**config.mk**
```make
export PLATFORM = sky130hd
export DESIGN_NAME = pipe_ctrl
export DESIGN_NICKNAME = d
export VERILOG_FILES = /design/src/rtl/pipe_ctrl.sv
export SDC_FILE = /design/constraint.sdc
export NUM_CORES = 1
export LEC_CHECK = 0
export CAP_MARGIN = 30
export CORE_ASPECT_RATIO = 1.1
export CORE_UTILIZATION = 25
export CTS_BUF_LIST = sky130_fd_sc_hd__clkbuf_16
export DETAILED_ROUTE_END_ITERATION = 7
export MAX_ROUTING_LAYER = met4
export PLACE_DENSITY = 0.65
export SYNTH_ARGS = -nofsm -noshare
export SYNTH_HDL_FRONTEND = slang
export SYNTH_SLANG_ARGS = --single-unit
```
**constraint.sdc**
```tcl
create_clock -name clk -period 3.3 [get_ports clk]
set_clock_uncertainty 0.1 [all_clocks]
set_input_delay 0.66 -clock clk [delete_from_list [all_inputs] [get_ports clk]]
set_output_delay 0.66 -clock clk [all_outputs]
set_load 0.02 [all_outputs]
```
**src/rtl/pipe_ctrl.sv**
```systemverilog
// Pipeline sequencer: boot hold, load-use bubbles, multi-cycle EX freeze, branch squash, error drain/halt.
// Optional perf counters enabled by defining PIPE_CTRL_PERF_EN.
`ifndef DATA_BUS
`define DATA_BUS 31:0
`endif
`ifndef REG_BUS
`define REG_BUS 4:0
`endif
`ifndef REG_X0
`define REG_X0 5'h0
`endif

module pipe_ctrl #(
  parameter int BOOT_CYCLES  = 4,
  parameter int DRAIN_CYCLES = 2
) (
  input  logic            clk,
  input  logic            rst,
  input  logic            id_error_i,
  input  logic [`DATA_BUS] id_pc_i,
  input  logic [`REG_BUS]  id_rs1_i,
  input  logic [`REG_BUS]  id_rs2_i,
  input  logic            ex_is_load_i,
  input  logic [`REG_BUS]  ex_gprs_waddr_i,
  input  logic            ex_busy_i,
  input  logic            branch_taken_i,
  output logic            if_stall_o,
  output logic            id_stall_o,
  output logic            ex_stall_o,
  output logic            if_flush_o,
  output logic            id_flush_o,
  output logic            halted_o,
`ifdef PIPE_CTRL_PERF_EN
  output logic [31:0]     perf_cycles_o,
  output logic [31:0]     perf_stalls_o,
  output logic [31:0]     perf_flushes_o,
`endif
  output logic [`DATA_BUS] error_pc_o
);

  generate
    if (BOOT_CYCLES < 1 || BOOT_CYCLES > 15) begin : g_bad_boot
      $error("pipe_ctrl: BOOT_CYCLES must be in 1..15");
    end
    if (DRAIN_CYCLES < 1 || DRAIN_CYCLES > 15) begin : g_bad_drain
      $error("pipe_ctrl: DRAIN_CYCLES must be in 1..15");
    end
  endgenerate

  localparam logic [3:0] BOOT_LAST  = 4'(BOOT_CYCLES - 1);
  localparam logic [3:0] DRAIN_LAST = 4'(DRAIN_CYCLES - 1);

  typedef enum logic [1:0] {BOOT, RUN, DRAIN, HALT} state_t;

  state_t     state, nstate;
  logic [3:0] cnt, ncnt;
  logic       err_cap;
  logic       hazard;

  // Forwarding covers everything except a load still in EX; x0 never creates a dependency.
  assign hazard = ex_is_load_i && (ex_gprs_waddr_i != `REG_X0) &&
                  ((id_rs1_i == ex_gprs_waddr_i) || (id_rs2_i == ex_gprs_waddr_i));

  always_comb begin
    nstate     = state;
    ncnt       = cnt;
    err_cap    = 1'b0;
    if_stall_o = 1'b0;
    id_stall_o = 1'b0;
    ex_stall_o = 1'b0;
    if_flush_o = 1'b0;
    id_flush_o = 1'b0;
    case (state)
      BOOT: begin
        {if_stall_o, id_stall_o, ex_stall_o, if_flush_o, id_flush_o} = 5'b11111;
        if (cnt == BOOT_LAST) begin
          nstate = RUN;
          ncnt   = 4'd0;
        end else begin
          ncnt = cnt + 4'd1;
        end
      end
      RUN: begin
        if (ex_busy_i) begin
          {if_stall_o, id_stall_o, ex_stall_o} = 3'b111;
        end else if (branch_taken_i) begin
          // Anything younger than the branch is wrong-path, errors included.
          {if_flush_o, id_flush_o} = 2'b11;
        end else if (hazard) begin
          {if_stall_o, id_stall_o, id_flush_o} = 3'b111;
        end else if (id_error_i) begin
          if_stall_o = 1'b1;
          id_flush_o = 1'b1;
          err_cap    = 1'b1;
          nstate     = DRAIN;
          ncnt       = 4'd0;
        end
      end
      DRAIN: begin
        {if_stall_o, id_stall_o, id_flush_o} = 3'b111;
        ex_stall_o = ex_busy_i;
        // Drain time only advances while EX is actually retiring.
        if (!ex_busy_i) begin
          if (cnt == DRAIN_LAST) nstate = HALT;
          else                   ncnt   = cnt + 4'd1;
        end
      end
      default: begin
        {if_stall_o, id_stall_o, ex_stall_o, if_flush_o, id_flush_o} = 5'b11111;
      end
    endcase
  end

  always_ff @(posedge clk) begin
    if (rst) begin
      state      <= BOOT;
      cnt        <= 4'd0;
      halted_o   <= 1'b0;
      error_pc_o <= '0;
    end else begin
      state    <= nstate;
      cnt      <= ncnt;
      halted_o <= halted_o | (nstate == HALT);
      if (err_cap) error_pc_o <= id_pc_i;
    end
  end

`ifdef PIPE_CTRL_PERF_EN
  always_ff @(posedge clk) begin
    if (rst) begin
      perf_cycles_o  <= '0;
      perf_stalls_o  <= '0;
      perf_flushes_o <= '0;
    end else if (state == RUN) begin
      perf_cycles_o <= perf_cycles_o + 32'd1;
      if (if_stall_o) perf_stalls_o  <= perf_stalls_o + 32'd1;
      if (if_flush_o) perf_flushes_o <= perf_flushes_o + 32'd1;
    end
  end
`endif

endmodule
```
== Word-level counts from Yosys, hierarchy flattened ==
Cells that the tools add are included.
Storage, ports and cells
  bits in read-only memories: 0
  bits of input ports: 53
  memories: 0
  flip-flop bits (word level): 39
  latch bits: 0
  word-level logic and storage cells: 63
  output and inout bits: 38
  bits in writable memories: 0
Operators by class
  equality and inequality tests: 13
  reductions and logical operators: 7
  $mul: 0
  muxes and demuxes: 37
  bitwise operators: 1
  shift operators: 0
  div/mod/pow operators: 0
  $lt $le $gt $ge: 0
  add/sub/neg operators: 1
Operators by type and width (number)
  $mux W4: 7
  $mux W1: 19
  $mux W2: 7
  $ne A2 B2 Y1 const B: 6
  $pmux W4 S3: 1
  $eq A5 B5 Y1: 2
  $reduce_and A7 Y1: 1
  $pmux W2 S3: 1
  $reduce_bool A5 Y1: 1
  $add A4 B1 Y4 const B: 1
  $eq A2 B2 Y1 const B: 2
  $eq A4 B1 Y1 const B: 1
  $eq A4 B2 Y1 const B: 1
  $pmux W1 S2: 2
  $reduce_bool A3 Y1: 1
  $eq A2 B1 Y1 const B: 1
  $logic_and A1 B1 Y1: 2
  $logic_not A2 Y1: 1
  $logic_or A1 B1 Y1: 1
  $or A1 B1 Y1: 1

== Longest topological paths before layout ==
Gate-level depths: netlist of run 1.
  word-level depth: 9
  mapped depth: 8

== Worst setup path after synthesis of run 1 ==
Ideal clock, no wire load.
  path type: input to output
  from: input port ex_gprs_waddr_i[2]
  to: output port if_stall_o
  buffers on the path: 0
  cell stages on the path: 6
  path slack: 549 ps
  arrival time: 1991 ps
  required time: 2540 ps
  path through: xor2_1 > nor3_1 > a22oi_2 > or2b_1 > nor2b_1 > o21ai_0
Between the ends
  word-level cells in the longest chain between the ends: 7
  elaborated cells on any way between the ends: 10
  those cells by class: 2 x eq/ne; 4 x mux; 4 x reduce/logical
Ends and longest elaborated chain
  start, declared: line 24  | input logic [`REG_BUS] ex_gprs_waddr_i,
  $eq A5 B5 Y1 or $reduce_bool A5 Y1 (tied branches)
  $logic_or A1 B1 Y1 or $logic_and A1 B1 Y1 (tied branches): line 62, 61
  $logic_and A1 B1 Y1 (*): line 61  | assign hazard = ex_is_load_i && (ex_gprs_waddr_i != `REG_X0) &&
  $mux W1 (*): line 89  | end else if (hazard) begin
  $mux W1 (*): line 86  | end else if (branch_taken_i) begin
  $mux W1 (*): line 84  | if (ex_busy_i) begin
  $mux W1 (*): line 73  | case (state)
  end, declared: line 27  | output logic if_stall_o,
Every way passes the cells marked *; elsewhere a longest branch is shown, timed or not.

== Final worst setup path of run 1 ==
  from: input port ex_gprs_waddr_i[3]
  to: output port if_stall_o
Same word-level chain as after synthesis.

==> run summary, run 1 <==
Routability-driven placement finished with a final weighted congestion of 0.833. The total congestion overflow came out at 0. The detail route stage leaves a number of antenna-violating nets equal to 0. The number of synthesized flops with an enable pin came out at 0. The largest vdd supply drop is 0.000228 V. Summing every instance area after synthesis gives 1830 um2. The placement-stage cell area is 2870 um2. The half-perimeter wire length of the detailed placement result came out at 3280 um. The floorplan die width came out at 83.6 um. The iteration count of the initial detailed-routing pass is 4. The total via count in the routed design came out at 1693. Summed over all cells, the static leakage comes to 1.36 nW.

The post-placement worst setup slack is -0.282 ns. Sorting the synthesized cells by area gives the leading types as sky130_fd_sc_hd__dfxtp_1, sky130_fd_sc_hd__mux2i_1, sky130_fd_sc_hd__nor2_1. The endpoint identified for the worst register-to-register timing path is cnt[3].

The number of hold violations in the final report is 0. The diode insertion count for antenna repair came out at 0. The relative contribution of the clock network to total power came out at 40.8%. The portion of the clock cycle consumed by the worst path in the final layout came out at 95.6%. Summing the areas of all and, or, nand and nor instances in the mapped netlist gives 15.9% of the synthesized area. The maximum clock frequency is 0.317 GHz.

The post-synthesis register bit count is 39. TritonCTS built the clock tree. The switching power came out at 0.340 mW.

The insertion delay to the later sink of the worst-skew pair is 0.28 ns. The most frequently used cell type in the post-synthesis netlist is sky130_fd_sc_hd__nor2_1. Counting instances in the post-synthesis netlist gives the leading cell types as sky130_fd_sc_hd__nor2_1, sky130_fd_sc_hd__dfxtp_1, sky130_fd_sc_hd__mux2i_1. The global-route wire length before repair is 7450 um.

The number of instances in the synthesized netlist came out at 195. The post-synthesis share of cell area spent on full adders, half adders and majority gates came out at 4.79%. The die covers 7660 um2.

The total number of nets in the final design is 351. The number of buffers added on ports came out at 90. The async set or reset register ratio after synthesis is 0%.

Among all stages on the critical path, the largest delay is contributed by sky130_fd_sc_hd__or4_1. The share of synthesized area occupied by flip-flops and latches is 42.7%. Setup repair after global routing left no endpoint under its margin. The register-to-register setup slack came out at 1.02 ns. The final routed wirelength across all metal layers came out at 4500 um. The quantity of hold-fixing buffers added after cts is 0. The post-synthesis net count came out at 255. The total area of multi-input combinational cells is 990 um2. In this run the most critical hold path is launched from halted_o. The die is 91.7 um tall. The number of pins with negative max-slew slack in the final report came out at 0. The detail-routed net length per standard cell came out at 11.9 um. The sequential cell area came out at 781 um2. The starting DRC count in detailed routing is 66. The length in cells of the worst reg-to-reg path is 8. After routing the design area is 3030 um2.

The slew at the pin closest to its max-slew limit came out at 0.388 ns. The total routing usage reported by global routing came out at 12.2%. The share of Yosys cell area claimed by the top area cell type is 42.7%.

The switching fraction of total power came out at 25.4%. Among all flip-flop cells after synthesis, the most frequent one is sky130_fd_sc_hd__dfxtp_1. The multiplexer fraction of the synthesized cell area is 18.1%.

91 I/O pins were placed. The part of the total power dissipated in sequential elements is 38.3%. The worst endpoint required time is 2.54 ns.

The critical path goes through clkdlybuf4s50_1, or4_1, o21a_1, or2b_1, nor2b_1, o21ai_0, clkbuf_2. Setup violations remaining at the end of the flow were counted as 0. On the worst path, the slowest cell contributes a delay of 0.49 ns. Once routing completed, OpenROAD measured the worst setup slack at 0.145 ns.

The combinational family with the most area after synthesis is multiplexers. The overall power consumption came out at 1.34 mW. Along the worst hold path, the cell count comes to 2. Across the run, the number of max-cap violations was 0. STA classifies the critical path startpoint as a primary input. The count of different cell masters after synthesis is 31. The largest total area in the synthesized netlist belongs to sky130_fd_sc_hd__dfxtp_1. Among cell families on the critical path, the largest total delay comes from simple AND/OR/NAND/NOR gates. Clock-pin slew was measured on the worst setup and hold paths at 0.06 ns.

The number of global-route vias before repair is 1645. The post-route worst hold slack came out at 0.362 ns. The area of the core region came out at 7050 um2. The internal power is 0.999 mW.

The H-tree level count is 2. The DRC violations left is 0. The share of the synthesized netlist area taken by xor and xnor gates is 4.79%.

The maximum buffer depth of the clock tree is 2. The average vias per placed instance came out at 4.49. Data arrives at the worst endpoint at 2.39 ns. The root buffer cell chosen for the clock tree is sky130_fd_sc_hd__clkbuf_16. The number of buffers and inverters on the critical path is 2. The worst setup path is captured at an output port.

The worst max-slew margin expressed relative to the limit is 73.4%. Along the worst path, the maximum fanout reaches 3. The number of warnings reported in the yosys synthesis log came out at 0. Clock tree synthesis found a total of 39 sinks. The share of final-layout standard cells stronger than drive strength 1 is 6.85%.

The total power density per cell area came out at 443 nW/um2. The critical path is of the primary input to output port type. The floorplan row count is 32. The effective utilization at floorplan is 26.0%.

The per-instance average area after synthesis came out at 9.38 um2. The flow ran to the end, and the final reports show no timing, DRC or antenna violations. The worst min-delay path endpoint is halted_o. The synthesized-area fraction occupied by ao, oa, aoi and oai cells is 10.1%. The filler cell count in the final layout came out at 686. The tightest min-delay check is of the register to register type. The initial antenna violation count is 0. The number of buffers created by CTS is 5. The final period demand of the worst path is 3.15 ns. The largest net degree at the start of global routing came out at 33.

The launch instance of the worst register-to-register path is state[0]. Combinational logic is responsible for 20.9% of the overall power. The area overhead of the layout relative to synthesis came out at 65.4%.
routing by layer:
layer / global-route usage, % / part of all wire (%) / vias to the layer above
met4: 3.81 / 0.87 / 0
met1: 14.3 / 45 / 764
met2: 20.1 / 47 / 66
met5: - / 0 / -
li1: - / - / 858
met3: 3.42 / 7.2 / 5
cells in the final DEF, fill, tap and decap left out, types with 2 or more instances in the layout:
cell and count:
sky130_fd_sc_hd__o21a_1 2, sky130_fd_sc_hd__nand3_1 3, sky130_fd_sc_hd__ha_1 7, sky130_fd_sc_hd__nor2b_1 5, sky130_fd_sc_hd__dfxtp_1 39, sky130_fd_sc_hd__clkbuf_16 5, sky130_fd_sc_hd__a21oi_1 8, sky130_fd_sc_hd__buf_4 5
sky130_fd_sc_hd__nand2_1 6, sky130_fd_sc_hd__mux2i_1 33, sky130_fd_sc_hd__nor2_1 40, sky130_fd_sc_hd__or4_1 3, sky130_fd_sc_hd__clkdlybuf4s50_1 86, sky130_fd_sc_hd__o21ai_0 5, sky130_fd_sc_hd__nor3_1 3, sky130_fd_sc_hd__xor2_1 10
sky130_fd_sc_hd__inv_1 8, sky130_fd_sc_hd__or3_1 2
cell families after synthesis:
kind of cell,after synthesis
AND/OR/NAND/NOR,65
flip-flops,39
multiplexers,33
AO/OA/AOI/OAI,26
buffers and inverters,15
XOR/XNOR,10
adder cells (fa/ha/maj),7
per-stage QoR:
step | instances | util, % | TNS [ns]
3_5_place_dp | 369 | 40.7 | -0.680
2_1_floorplan | 195 | - | 0
5_1_grt | 377 | 42.9 | 0
3_3_place_gp | 369 | 40.7 | -0.579
4_1_cts | 377 | 43.1 | -0.0301
6_report | 377 | 42.9 | 0
flip-flops by register name (all words and copies together), names as in the netlist:
name / flops
halted_o: 1
cnt: 4
error_pc_o: 32
state: 2
final cells by class:
cell class              count  area share (%)
flip-flops and latches     39            25.8
clock buffers               5            4.14
inverters                   8           0.993
clock inverters             3            1.45
well taps                  85            3.52
multi-input cells         141            32.7
repair buffers             96            31.4
power groups by stage:
stage               Combinational [mW]  Sequential, mW  Clock [mW]
finish                           0.280           0.513       0.546
global route                     0.311           0.517       0.589
CTS                              0.285           0.513       0.572
detailed placement               0.285           0.523           0
global placement                 0.280           0.522           0
floorplan                        0.150           0.527           0
worst min-delay path, stage by stage (launching register included):
cell,delay (ns)
sky130_fd_sc_hd__dfxtp_1,0.31
sky130_fd_sc_hd__inv_1,0.05
sky130_fd_sc_hd__o32ai_1,0.06
how the worst max path moves through the flow:
stage | end | cells after the start | from
after floorplan | if_stall_o | 6 | ex_gprs_waddr_i[2]
after global placement | if_stall_o | 8 | ex_gprs_waddr_i[0]
after detailed placement | if_stall_o | 7 | ex_gprs_waddr_i[2]
after CTS | if_stall_o | 7 | ex_gprs_waddr_i[2]
after global routing | id_stall_o | 7 | ex_gprs_waddr_i[0]
final | if_stall_o | 7 | ex_gprs_waddr_i[3]
what timing repair did:
action / CTS / global route
resized for setup: 6 / 4
setup buffers: 0 / 0
pin swaps: 0 / 0
setup endpoints to repair: 3 / 2
Power figures use the tool's default switching activity.
==> run 2, diff against run 1 <==
==> constraint.sdc (replaced) <==
create_clock -name clk -period 3.3 [get_ports clk]
set_clock_uncertainty 0.1 [all_clocks]
set_input_delay 0.66 -clock clk [delete_from_list [all_inputs] [get_ports clk]]
set_output_delay 0.66 -clock clk [all_outputs]
set_load 0.1 [all_outputs]
==> run 2 against run 1 <==
  * Critical path depth did not move
  * Largest cell class unchanged
  * Non-clock buffer count stayed put
  * Cell count is the same
  * Setup slack worse by 0.050 ns
  * Critical endpoint is now id_flush_o
==> run summary, run 2 (synthesis results as in run 1) <==
The total number of nets in the final design is 351 (unchanged). By startpoint and endpoint, the worst setup path is classified as primary input to output port. The number of maximum-capacitance violations is 0 (unchanged). The floorplan die width is 83.6 um (unchanged). The part of the total power dissipated in sequential elements is 37.8% (-0.5 points). The relative contribution of the clock network to total power was 33.8% (-7.0 points). The worst hold path belongs to the class register to register.

The worst endpoint required time came to 2.54 ns (about the same). The count of non-filler cells in the finished layout is 377 (unchanged). The number of buffers inserted to repair setup after CTS was 0 (unchanged). The placement-stage cell area is 2830 um2 (-1.4%). The H-tree level count came out at 2 (unchanged). The post-placement worst setup slack was -0.00723 ns (+0.275 ns). The internal power came out at 0.937 mW (-6.2%).

TritonCTS built the clock tree. The biggest fanout along the worst timing path is 3 (unchanged). The flip-flop count of the largest register after layout is 32 (unchanged). The largest net degree at the start of global routing is 35 (+6.1%). The number of hold violations in the final report came out at 0 (unchanged). The post-route worst hold slack came out at 0.357 ns (-0.00442 ns). The part of the power in combinational logic was 28.3% (+7.4 points). The root buffer cell chosen for the clock tree is sky130_fd_sc_hd__clkbuf_16. The number of global-route vias before repair was 1729 (+5.1%). The DRC violations left is 0 (unchanged). The global-route wire length before repair is 7620 um (+2.4%). The largest vdd supply drop is 0.000258 V (+13%).

The diode insertion count for antenna repair came out at 0 (unchanged). The worst max-slew margin expressed relative to the limit came out at 72.6% (-0.85 points). The switching power was 0.420 mW (+23%). The area of all placed cells without fillers is 2980 um2 (-1.6%). The quantity of hold-fixing buffers added after cts is 0 (unchanged). The average vias per placed instance is 4.53 (+0.83%). The area overhead of the layout relative to synthesis is 62.8%.

The worst setup path is launched from a primary input. The slack of the critical path came out at 0.0955 ns (-0.0496 ns). The iteration count of the initial detailed-routing pass is 4 (unchanged). The total routing usage reported by global routing came out at 12.3% (+0.17 points). The maximum buffer depth of the clock tree came to 2 (unchanged). The chip height is 91.7 um (unchanged).

The portion of the clock cycle consumed by the worst path in the final layout is 97.1% (+1.5 points). The number of routed nets with antenna violations came out at 0 (unchanged). The number of buffers added on ports came out at 90 (unchanged). Leaving out fill and tap cells, the most frequent cells in the layout are sky130_fd_sc_hd__clkdlybuf4s50_1, sky130_fd_sc_hd__nor2_1, sky130_fd_sc_hd__dfxtp_1, sky130_fd_sc_hd__buf_4, sky130_fd_sc_hd__mux2i_1. The area enclosed by the die boundary came out at 7660 um2 (unchanged). The detail-routed net length per standard cell came out at 12.0 um (+0.62%). The starting DRC count in detailed routing is 53 (-20%).

Setup repair after global routing left no endpoint under its margin. The floorplan row count was 32 (unchanged). The area of the core region came out at 7050 um2 (unchanged). The final routed wirelength across all metal layers is 4530 um (+0.62%). The leakage power of the design came out at 1.45 nW (+6.3%).

The CTS sink count is 39 (unchanged). The count of pins on the block boundary is 91 (unchanged). The total congestion overflow is 0 (unchanged). The run finished with clean final reports. The overall power consumption is 1.36 mW (+1.3%). The final period demand of the worst path is 3.20 ns (+0.0496 ns). The switching fraction of total power came out at 30.9% (+5.5 points).

The arrival time reported for the critical path endpoint is 2.44 ns (+0.05 ns). The number of instances in the placed design is 369 (unchanged). The nature of the critical path endpoint is an output port. The maximum clock frequency is 0.312 GHz (-1.5%).

The clock-pin slew of the registers on the worst-case setup and hold paths is 0.05 ns (about the same). The library cell used most frequently in the layout, excluding fill and tap cells, is sky130_fd_sc_hd__clkdlybuf4s50_1. In the final layout, the registers with the most flip-flops are error_pc_o x32, cnt x4, state x2. The number of setup violations in the final report came out at 0 (unchanged). The insertion delay to the later sink of the worst-skew pair came out at 0.27 ns (about the same).

The register with the most flip-flops in the final layout is error_pc_o. The share of final-layout standard cells stronger than drive strength 1 came out at 19.9% (+13 points). The total power density per cell area came to 456 nW/um2 (+3.0%). The half-perimeter wire length of the detailed placement result came out at 3400 um (+3.7%). The effective utilization at floorplan came out at 26.0% (unchanged).

The slew at the pin closest to its max-slew limit came out at 0.400 ns (+0.0123 ns). The number of buffers created by CTS is 5 (unchanged). The final RePlAce weighted congestion is 0.781 (-6.2%).

The number of pins with negative max-slew slack in the final report is 0 (unchanged). The initial antenna violation count is 0 (unchanged). The total via count in the routed design came to 1707 (+0.83%).
==> run 2: cell types whose count changed in the layout (fill, tap and decap cells not counted), moves of 2 or more <==
cell / delta
sky130_fd_sc_hd__buf_12: +4
sky130_fd_sc_hd__clkdlybuf4s50_1: -34
sky130_fd_sc_hd__o21ai_0: -2
sky130_fd_sc_hd__buf_4: +34
==> run 2: stage by stage <==
stage / util [%] / TNS (ns)
2_1_floorplan: - / -0.539
3_3_place_gp: 40.1 / 0
3_5_place_dp: 40.1 / -0.00723
4_1_cts: 42.1 / 0
5_1_grt: 42.3 / 0
6_report: 42.3 / 0
==> run 2: final cells by class <==
cell class,count,area [um2]
clock buffers,5,125
clock inverters,3,16.3
fillers,703,4070
inverters,8,30.0
multi-input cells,141,1010
flip-flops and latches,39,781
well taps,85,106
repair buffers,96,913
==> run 2: power by group through the flow <==
stage,clock (mW),combinational [mW],sequential (mW)
after floorplan,0,0.200,0.560
after global placement,0,0.380,0.523
after detailed placement,0,0.383,0.524
after CTS,0.480,0.386,0.514
after global routing,0.496,0.411,0.518
final,0.459,0.384,0.514
==> run 2: what timing repair did <==
action	4_1_cts	5_1_grt
setup endpoints to repair	1	2
gates resized for setup	1	2
hold endpoints to repair	0	0
gates cloned	0	0
==> run 2: critical path, cell delays in order <==
cell	delay (ns)
sky130_fd_sc_hd__clkdlybuf4s50_1	0.46
sky130_fd_sc_hd__or4_1	0.52
sky130_fd_sc_hd__o21a_1	0.19
sky130_fd_sc_hd__or2b_1	0.18
sky130_fd_sc_hd__nor2b_4	0.16
sky130_fd_sc_hd__a22oi_2	0.08
sky130_fd_sc_hd__buf_12	0.19
==> run 2: final timing paths <==
kind | from | to | slack [ns] | depth (start not counted)
setup / recovery | ex_gprs_waddr_i[2] | id_flush_o | 0.1 | 7
hold / removal | halted_o | halted_o | 0.36 | 2
setup reg to reg | state[0] | cnt[3] | 0.97 | 8
hold reg to reg | halted_o | halted_o | 0.36 | 2
==> run 2: metal layers <==
layer	part of all wire (%)	track usage (%)	wire, um
met1	46	14.6	2070
met2	46	20.8	2100
met3	7.2	3.33	327
met4	0.62	2.97	28
met5	0	-	0
==> run 3, diff against run 2 <==
Settings changed: PLACE_DENSITY 0.65 to unset.
==> run 3 against run 2 <==
  * Register-to-register slack better by 0.03 ns
  * Sequential cell count stayed put
  * Combinational power hardly changed
  * Final area is 1.8% higher
  * Clock power is 20% higher
  * Routed wire length is 3.7% lower
  * Largest cell class unchanged
==> run summary, run 3 (synthesis results as in run 1) <==
The length in cells of the worst reg-to-reg path came out at 8 (unchanged). The clock-pin slew of the registers on the worst-case setup and hold paths came to 0.06 ns (about the same). The diode insertion count for antenna repair came out at 0 (unchanged). The global-route wire length before repair came out at 7330 um (-3.8%). The worst setup path is captured at an output port. The register name with the most flops is error_pc_o. Clock tree synthesis selected as its root buffer the cell sky130_fd_sc_hd__clkbuf_16.

TritonCTS built the clock tree. The number of buffers created by CTS is 5 (unchanged). The detail-routed net length per standard cell is 11.6 um (-3.7%).

The largest net degree at the start of global routing is 32 (-8.6%). The iteration count of the initial detailed-routing pass came to 4 (unchanged). The slack of the critical path is 0.123 ns (+0.0270 ns). The number of setup violations in the final report came out at 0 (unchanged). The flip-flop count of the largest register after layout is 32 (unchanged).

Setup repair after global routing left no endpoint under its margin. The number of global-route vias before repair is 1664 (-3.8%). The count of pins on the block boundary came to 91 (unchanged). The leakage power of the design is 1.48 nW (+2.4%).

The worst endpoint required time was 2.54 ns (about the same). The initial antenna violation count is 0 (unchanged). The total number of nets in the final design came out at 351 (unchanged). The number of buffers added on ports is 90 (unchanged).

The number of instances in the placed design is 369 (unchanged). The number of pins with negative max-slew slack in the final report came out at 0 (unchanged). The portion of the clock cycle consumed by the worst path in the final layout is 96.3% (-0.82 points).

The floorplan die width came out at 83.6 um (unchanged). The register-to-register setup slack is 1.00 ns (+0.03 ns). The starting DRC count in detailed routing came to 55 (+3.8%). The maximum buffer depth of the clock tree came out at 2 (unchanged). The total routing usage reported by global routing is 11.8% (-0.49 points).

The final period demand of the worst path is 3.18 ns (-0.0270 ns). Leaving out fill and tap cells, the most frequent cell in the layout is sky130_fd_sc_hd__clkdlybuf4s50_1. The startpoint identified for the worst register-to-register timing path is state[0]. The total congestion overflow came out at 0 (unchanged). In this run the critical register-to-register path is captured at cnt[3]. The quantity of hold-fixing buffers added after cts came to 0 (unchanged). The cell type of the slowest stage on the worst timing path is sky130_fd_sc_hd__or4_1.

The area of the core region came to 7050 um2 (unchanged). The final routed wirelength across all metal layers is 4360 um (-3.7%). The filler cell count in the final layout came out at 700 (-0.43%). The worst max-slew margin expressed relative to the limit is 73.2% (+0.63 points). The number of buffers inserted to repair setup after CTS is 0 (unchanged). The arrival time reported for the critical path endpoint came out at 2.42 ns (-0.02 ns).

The origin of the worst setup path is ex_gprs_waddr_i[3]. The count of non-filler cells in the finished layout is 377 (unchanged). In the layout the commonest cells are sky130_fd_sc_hd__clkdlybuf4s50_1, sky130_fd_sc_hd__nor2_1, sky130_fd_sc_hd__dfxtp_1, sky130_fd_sc_hd__buf_4, sky130_fd_sc_hd__mux2i_1.

The half-perimeter wire length of the detailed placement result is 3220 um (-5.4%). The maximum clock frequency was 0.315 GHz (+0.85%). The global routing usage on met2 was 19.1% (-1.7 points). The share of final-layout standard cells stronger than drive strength 1 came out at 20.2% (+0.34 points).

The final total negative setup slack came out at 0 ns (unchanged). The CTS sink count is 39 (unchanged). The maximum cell stage delay along the critical path was 0.48 ns (-0.04 ns). Walking the worst path, the cells encountered are clkdlybuf4s50_1, or4_1, o21a_1, or2b_1, nor2b_4, a22oi_2, buf_12.

The class of the most critical setup path is primary input to output port. The run finished with clean final reports. The final RePlAce weighted congestion came out at 0.779 (-0.31%).

The total power density per cell area is 478 nW/um2 (+4.9%). The area enclosed by the die boundary is 7660 um2 (unchanged). The number of routed nets with antenna violations was 0 (unchanged). The floorplan row count is 32 (unchanged). The DRC violations left came to 0 (unchanged). The met1 usage is 14.3% (-0.29 points). The largest registers in the layout are error_pc_o x32, cnt x4, state x2. The slew at the pin closest to its max-slew limit came out at 0.391 ns (-0.00924 ns). The biggest fanout along the worst timing path is 3 (unchanged). The area overhead of the layout relative to synthesis came out at 65.8%.

The insertion delay to the later sink of the worst-skew pair is 0.28 ns (about the same). The number of hold violations in the final report is 0 (unchanged). The effective utilization at floorplan came out at 26.0% (unchanged).

The chip height came to 91.7 um (unchanged). met2 is the most crowded layer. STA classifies the critical path startpoint as a primary input.

The average vias per placed instance came to 4.46 (-1.6%). The global routing usage on met3 is 3.15% (-0.18 points). The number of maximum-capacitance violations came to 0 (unchanged). The H-tree level count came out at 2 (unchanged). The largest vdd supply drop came out at 0.000234 V (-9.2%). The critical path ends at id_flush_o.

In this run the worst hold path is classified as register to register. The post-placement worst setup slack came to 0.000824 ns (+0.00805 ns). The total via count in the routed design came out at 1680 (-1.6%).
==> run 3: cell count changes in the layout (fill, tap and decap cells not counted), sizes merged <==
cell | before | now
inv | 9 | 8
dlymetal6s2s | 0 | 1
bufinv | 0 | 1
clkinvlp | 1 | 0
clkinv | 1 | 2
clkdlybuf4s50 | 52 | 51
==> run 3: worst min path at each step <==
stage	start	end	slack [ns]	depth (start not counted)
2_1_floorplan	cnt[3]	cnt[3]	0.36	2
3_3_place_gp	halted_o	halted_o	0.35	2
3_5_place_dp	halted_o	halted_o	0.35	2
4_1_cts	halted_o	halted_o	0.36	2
5_1_grt	halted_o	halted_o	0.40	2
6_report	halted_o	halted_o	0.36	2
==> run 3: area by class of cell <==
class	count	area, um2	share of cell area (%)
Tap cell	85	106	3.51
Clock inverter	3	43.8	1.44
Timing Repair Buffer	96	941	31.0
Inverter	8	30.0	0.990
Multi-Input combinational cell	141	1010	33.2
Sequential cell	39	781	25.7
Clock buffer	5	125	4.13
==> run 3: metal layers <==
metal | vias to the layer above | share of wire (%)
met1 | 751 | 47
met5 | - | 0
met2 | 65 | 45
li1 | 859 | -
met3 | 5 | 7.2
met4 | 0 | 1.2
==> run 3: worst max-delay path: cells and delay by family <==
family,cells,cell delay (ns)
AND/OR/NAND/NOR,3,0.81
buffers and inverters,2,0.66
AO/OA/AOI/OAI,2,0.28
==> run 3: what timing repair did <==
action	in CTS	in global routing
hold endpoints to repair	0	0
endpoints found under the setup margin	0	2
resized for setup	0	4
==> run 3: power by group <==
part	internal (mW)	switching (mW)	leakage, nW
registers	0.493	0.0208	0.315
clock network	0.356	0.194	0.0838
logic	0.169	0.216	1.09
total	1.02	0.431	1.48
==> run 3: stage by stage <==
step	power, mW	util [%]	hold WS [ns]	cell area, um2
floorplan	0.759	-	0.357	1830
global placement	0.907	40.4	0.347	2850
detailed placement	0.909	40.4	0.352	2850
CTS	1.47	42.8	0.361	3020
global route	1.52	43.0	0.396	3030
finish	1.45	43.0	0.355	3030
